**src/rtl/handshake_fifo_buffer_if.sv**
```systemverilog
// Handshake channel bundle for handshake_fifo_buffer: upstream (ins*) and downstream (outs*) sides.
// master = the environment driving ins/outs_ready, slave = the buffer itself.
interface handshake_fifo_buffer_if #(
    parameter int DATA_WIDTH = 32
);
    logic [DATA_WIDTH-1:0] ins;
    logic                  ins_valid;
    logic                  ins_ready;
    logic [DATA_WIDTH-1:0] outs;
    logic                  outs_valid;
    logic                  outs_ready;

    modport master (
        output ins, ins_valid, outs_ready,
        input  ins_ready, outs, outs_valid
    );

    modport slave (
        input  ins, ins_valid, outs_ready,
        output ins_ready, outs, outs_valid
    );
endinterface

```
**src/rtl/handshake_fifo_buffer.sv**
```systemverilog
// Elastic NUM_SLOTS-deep FIFO for the handshake fabric; ins_ready depends on registered count only.
// Optional zero-latency bypass when empty: define HANDSHAKE_FIFO_BYPASS_EN.
module handshake_fifo_buffer #(
    parameter int DATA_WIDTH = 32,
    parameter int NUM_SLOTS  = 4
) (
    input  logic                             clk,
    input  logic                             rst,
    handshake_fifo_buffer_if.slave           bus,
    output logic [$clog2(NUM_SLOTS+1)-1:0]   occupancy
);
    localparam int PTR_W = (NUM_SLOTS > 1) ? $clog2(NUM_SLOTS) : 1;
    localparam int CNT_W = $clog2(NUM_SLOTS + 1);
    localparam logic [PTR_W-1:0] LAST_SLOT = PTR_W'(NUM_SLOTS - 1);
    localparam logic [CNT_W-1:0] FULL_CNT  = CNT_W'(NUM_SLOTS);

    logic [DATA_WIDTH-1:0] mem_q [NUM_SLOTS];
    logic [PTR_W-1:0]      wr_ptr_q, wr_ptr_d;
    logic [PTR_W-1:0]      rd_ptr_q, rd_ptr_d;
    logic [CNT_W-1:0]      cnt_q, cnt_d;
    logic [NUM_SLOTS-1:0]  wr_en;
    logic                  empty, full, push, pop, store, retire;

    assign empty         = (cnt_q == '0);
    assign full          = (cnt_q == FULL_CNT);
    assign bus.ins_ready = !full;
    assign push          = bus.ins_valid && !full;
    assign pop           = bus.outs_valid && bus.outs_ready;
    assign occupancy     = cnt_q;

`ifdef HANDSHAKE_FIFO_BYPASS_EN
    // A token consumed straight through while empty is never written.
    assign bus.outs_valid = !empty || bus.ins_valid;
    assign bus.outs       = empty ? bus.ins : mem_q[rd_ptr_q];
    assign store          = push && !(empty && bus.outs_ready);
    assign retire         = pop && !empty;
`else
    assign bus.outs_valid = !empty;
    assign bus.outs       = mem_q[rd_ptr_q];
    assign store          = push;
    assign retire         = pop;
`endif

    for (genvar gi = 0; gi < NUM_SLOTS; gi++) begin : g_wr_en
        assign wr_en[gi] = store && (wr_ptr_q == PTR_W'(gi));
    end

    always_comb begin
        wr_ptr_d = wr_ptr_q;
        rd_ptr_d = rd_ptr_q;
        cnt_d    = cnt_q;
        // Explicit wrap so non-power-of-two depths work.
        if (store) begin
            wr_ptr_d = (wr_ptr_q == LAST_SLOT) ? '0 : wr_ptr_q + PTR_W'(1);
        end
        if (retire) begin
            rd_ptr_d = (rd_ptr_q == LAST_SLOT) ? '0 : rd_ptr_q + PTR_W'(1);
        end
        case ({store, retire})
            2'b10:   cnt_d = cnt_q + CNT_W'(1);
            2'b01:   cnt_d = cnt_q - CNT_W'(1);
            default: cnt_d = cnt_q;
        endcase
    end

    always_ff @(posedge clk or posedge rst) begin
        if (rst) begin
            wr_ptr_q <= '0;
            rd_ptr_q <= '0;
            cnt_q    <= '0;
        end else begin
            wr_ptr_q <= wr_ptr_d;
            rd_ptr_q <= rd_ptr_d;
            cnt_q    <= cnt_d;
        end
    end

    always_ff @(posedge clk or posedge rst) begin
        if (rst) begin
            for (int i = 0; i < NUM_SLOTS; i++) begin
                mem_q[i] <= '0;
            end
        end else begin
            for (int i = 0; i < NUM_SLOTS; i++) begin
                if (wr_en[i]) begin
                    mem_q[i] <= bus.ins;
                end
            end
        end
    end
endmodule

```
**src/flat_wrapper.sv**
```systemverilog
// flat-port wrapper written by rule: the top's interface ports become plain ports
module handshake_fifo_buffer_flat 
#(
    parameter int DATA_WIDTH = 32,
    parameter int NUM_SLOTS  = 4
)
  (clk, rst, occupancy, bus_ins, bus_ins_valid, bus_outs_ready, bus_ins_ready, bus_outs, bus_outs_valid);
  handshake_fifo_buffer_if #(.DATA_WIDTH(DATA_WIDTH)) bus_i ();
  input  logic clk;
  input  logic rst;
  output logic [$clog2(NUM_SLOTS+1)-1:0] occupancy;
  input wire logic [$bits(bus_i.ins)-1:0] bus_ins;
  input wire logic [$bits(bus_i.ins_valid)-1:0] bus_ins_valid;
  input wire logic [$bits(bus_i.outs_ready)-1:0] bus_outs_ready;
  output wire logic [$bits(bus_i.ins_ready)-1:0] bus_ins_ready;
  output wire logic [$bits(bus_i.outs)-1:0] bus_outs;
  output wire logic [$bits(bus_i.outs_valid)-1:0] bus_outs_valid;
  assign bus_i.ins = bus_ins;
  assign bus_i.ins_valid = bus_ins_valid;
  assign bus_i.outs_ready = bus_outs_ready;
  assign bus_ins_ready = bus_i.ins_ready;
  assign bus_outs = bus_i.outs;
  assign bus_outs_valid = bus_i.outs_valid;
  handshake_fifo_buffer #(.DATA_WIDTH(DATA_WIDTH), .NUM_SLOTS(NUM_SLOTS)) u_core (.clk(clk), .rst(rst), .bus(bus_i), .occupancy(occupancy));
endmodule
```
**config.mk**
```make
export PLATFORM = sky130hd
export DESIGN_NAME = handshake_fifo_buffer_flat
export DESIGN_NICKNAME = d
export VERILOG_FILES = /design/src/rtl/handshake_fifo_buffer_if.sv /design/src/rtl/handshake_fifo_buffer.sv /design/src/flat_wrapper.sv
export SDC_FILE = /design/constraint.sdc
export NUM_CORES = 1
export LEC_CHECK = 0
export CAP_MARGIN = 15
export CELL_PAD_IN_SITES_DETAIL_PLACEMENT = 0
export CELL_PAD_IN_SITES_GLOBAL_PLACEMENT = 1
export CORE_MARGIN = 2
export CORE_UTILIZATION = 49
export DETAILED_ROUTE_END_ITERATION = 10
export PLACE_DENSITY = 0.86
export SLEW_MARGIN = 10
export SYNTH_ARGS = -nofsm -noshare
export SYNTH_HDL_FRONTEND = slang
export SYNTH_SLANG_ARGS = --single-unit
```
**constraint.sdc**
```tcl
create_clock -name clk -period 5.04 [get_ports clk]
set_input_delay 1.008 -clock clk [delete_from_list [all_inputs] [get_ports clk]]
set_output_delay 1.008 -clock clk [all_outputs]
set_load 0.01 [all_outputs]
```
==> metrics.md <==
| Metric | Value |
|---|---|
| Outcome | completed |
| Vias in the first global route | 3,775 |
| Synth unique cells | 18 |
| Hold Violations, Final | 0 |
| Worst Skew | 0.00700 ns |
| Initial core utilization | 50.1% |
| CTS max path bufs | 2 |
| Comb pwr share | 43.0% |
| Worst setup SP type | flip-flop |
| Core Area | 13,200 µm² |
| Max-cap violations | 0 |
| Initial antenna violation count | 0 |
| Fillers | 959 |
| Gr busiest metal | met2 |
| Fmax | 273 MHz |
| Cell Rows | 42 |
| Register area share after synthesis | 51.1% |
| Average wire per standard cell | 20.2 µm |
| FF+latch count, synth | 135 |
| CP arrival | 2.65 ns |
| Sw Pwr | 0.00169 W |
| Yosys synthesis warning count | 0 |
| Post-placement cell count | 577 |
| Syn avg cell area | 18.7 µm² |
| Pint | 0.00433 W |
| Total CTS buffers | 17 |
| Seq pwr share | 35.2% |
| RSZ-0062 raised after global routing | false |
| Area leader, netlist | dfrtp_1 |
| Accumulated negative setup slack | 0 ns |
| Layout cells sized above 1 | 47.1% |
| Fin crit share | 72.7% |
| Clock share of power | 21.8% |
| Nets@finish | 463 |
| I/O pin cnt | 73 |
| Final WL | 12,300 µm |
| GR Layer Usage met2 | 29.6% |
| Vias | 3,275 |
| Detailed placement HPWL | 7180 µm |
| Synth top area share | 51.1% |
| Min Tclk post-route | 3.66 ns |
| Top cells by area, synth | dfrtp_1, mux2_4, mux4_2 |
| Area grow syn2layout | 19.2% |
| Slew Limit Fails | 0 |
| CP Class | flip-flop to output port |
| Worst path max stage delay | 1.09 ns |
| Met3 Resource Use GR | 4.90% |
| Pin count of the biggest net entering global routing | 136 |
| Finished Layout Cells | 609 |
| Antenna Nets Post-Route | 0 |
| Critical path fanouts, max | 35 |
| H-tree Lvls | 4 |
| Pre-antenna DRT Iters | 4 |
| Die X | 120 µm |
| CTS Root Cell | clkbuf_16 |
| DRC Markers | 0 |
| Leak | 3.44 nW |
| GR Util met1 | 25.3% |
| First-pass GRT wire length | 20,700 µm |
| CTS tree | done |
| Final setup vio count | 0 |
| Postcts setup bufs | 0 |
| Post_cts resized | 0 |
| Sw Ratio | 28.1% |
| Critical-path cell list | mux4_2, clkdlybuf4s50_1 |
| GRT Overall Usage | 18.9% |
| Crit end category | output port |
| Clk sink count | 135 |
| Total Power | 0.00602 W |
| Hold_buf cts | 0 |
| Antenna Cells | 0 |
| GRT Residual Overflow | 0 |
| Worst endpoint required time | 4.03 ns |
| DRT iter0 DRCs | 181 |
| Die Ht | 120 µm |
| Die Area | 14,400 µm² |
| Slowest-stage cell, CP | dfrtp_2 |
| Vias per std cell | 5.38 |
| Least-Margin Pin Slew | 1.09 ns |
| Register clock-pin slew on the reported worst setup and hold paths | 0.06 ns |
| Hold WC Path Type | flip-flop to flip-flop |
| Slew margin rel. | 27.1% |
| Netlist area before placement | 6610 µm² |
| Mapped Cells | 353 |
| Port bufs | 72 |
| Pwr dens | 764 nW/µm² |
| Placer Congestion | 0.713 |
| Peak VDD IR | 0.308 mV |
| Synthesized net count | 396 |
| Clk_lat worst skew | 0.41 ns |
==> Yosys cell counts, drive strengths merged <==
library cell / count
inv: 7
mux2: 132
ha: 6
or3b: 1
mux2i: 1
xor2: 2
nor2: 3
mux4: 32
nand2: 2
dfrtp: 135
or3: 1
xnor2: 1
buf: 25
fa: 1
and3: 4
==> cell families after synthesis <==
group / share of synthesized area (%)
xor+xnor: 0.398
fa+ha+maj: 1.44
buf+inv: 5.49
flops: 51.1
mux: 40.4
simple gates: 1.21
==> stage by stage <==
stage	utilization [%]	hold WS (ns)	cell area (µm²)	worst slack [ns]
4_1_cts	59.7	0.504	7880	1.30
2_1_floorplan	-	0.475	6610	0.421
3_5_place_dp	54.9	0.488	7240	1.75
6_report	59.7	0.498	7880	1.38
5_1_grt	59.7	0.513	7880	1.21
3_3_place_gp	54.9	0.485	7240	1.81
==> cell type report <==
| cell class | count | area, µm² | area share [%] |
|---|---|---|---|
| sequential | 135 | 3380 | 42.9 |
| clock buffer | 25 | 526 | 6.67 |
| tap | 176 | 220 | 2.80 |
| clock inverter | 7 | 113 | 1.43 |
| multi-input combinational | 186 | 2870 | 36.4 |
| timing repair buffer | 73 | 741 | 9.40 |
| inverter | 7 | 28.8 | 0.365 |
==> power groups by stage <==
stage / clock, W / sequential (W) / combinational [W]
6_report: 0.00131 / 0.00212 / 0.00259
5_1_grt: 0.00138 / 0.00220 / 0.00275
4_1_cts: 0.00133 / 0.00213 / 0.00263
3_5_place_dp: 0 / 0.00213 / 0.00261
3_3_place_gp: 0 / 0.00210 / 0.00255
2_1_floorplan: 0 / 0.00187 / 0.00207
==> critical path: cells and delay by family (launching register included) <==
kind     cells  cell delay, ns
flops        1            1.09
mux          1            0.64
buf+inv      1            0.50
==> final timing paths <==
check / start / endpoint / slack [ns] / cells after the start
worst max-delay path: u_core.rd_ptr_q[0] / bus_outs[31] / 1.38 / 2
worst min-delay path: u_core.occupancy[2] / u_core.occupancy[2] / 0.50 / 1
worst min register to register: u_core.occupancy[2] / u_core.occupancy[2] / 0.50 / 1
min in group asynchronous: rst / u_core.mem_q[109] / 1.15 / 3
max in group asynchronous: rst / u_core.rd_ptr_q[0] / 3.36 / 3
worst max register to register: u_core.occupancy[1] / u_core.occupancy[2] / 2.80 / 8
==> cells in the final DEF (no fill, tap or decap) <==
master and instances:
mux4_2 32, xnor2_1 1, buf_12 1, fa_1 1, dfrtp_1 133, clkbuf_16 17, clkinv_2 3, and3_4 4
mux2i_1 1, clkdlybuf4s50_1 72, or3_2 1, or3b_1 1, mux2_2 12, mux2_4 120, clkbuf_1 1, clkinvlp_4 1
dfrtp_2 2, inv_4 1, inv_1 6, ha_1 6, nand2_1 2, bufinv_16 3, clkbuf_8 7, nor2_1 3
xor2_1 2
==> routing by layer <==
| metal | wire (µm) | vias up |
|---|---|---|
| met5 | 0 | - |
| met4 | 195 | 0 |
| met3 | 405 | 15 |
| met2 | 6110 | 55 |
| met1 | 5590 | 1782 |
| li1 | - | 1423 |
==> registers in the layout, indices dropped and copies added, names as in the netlist <==
| signal | cells |
|---|---|
| u_core.wr_ptr_q | 2 |
| u_core.occupancy | 3 |
| u_core.rd_ptr_q | 2 |
| u_core.mem_q | 128 |
Power figures use the tool's default switching activity.
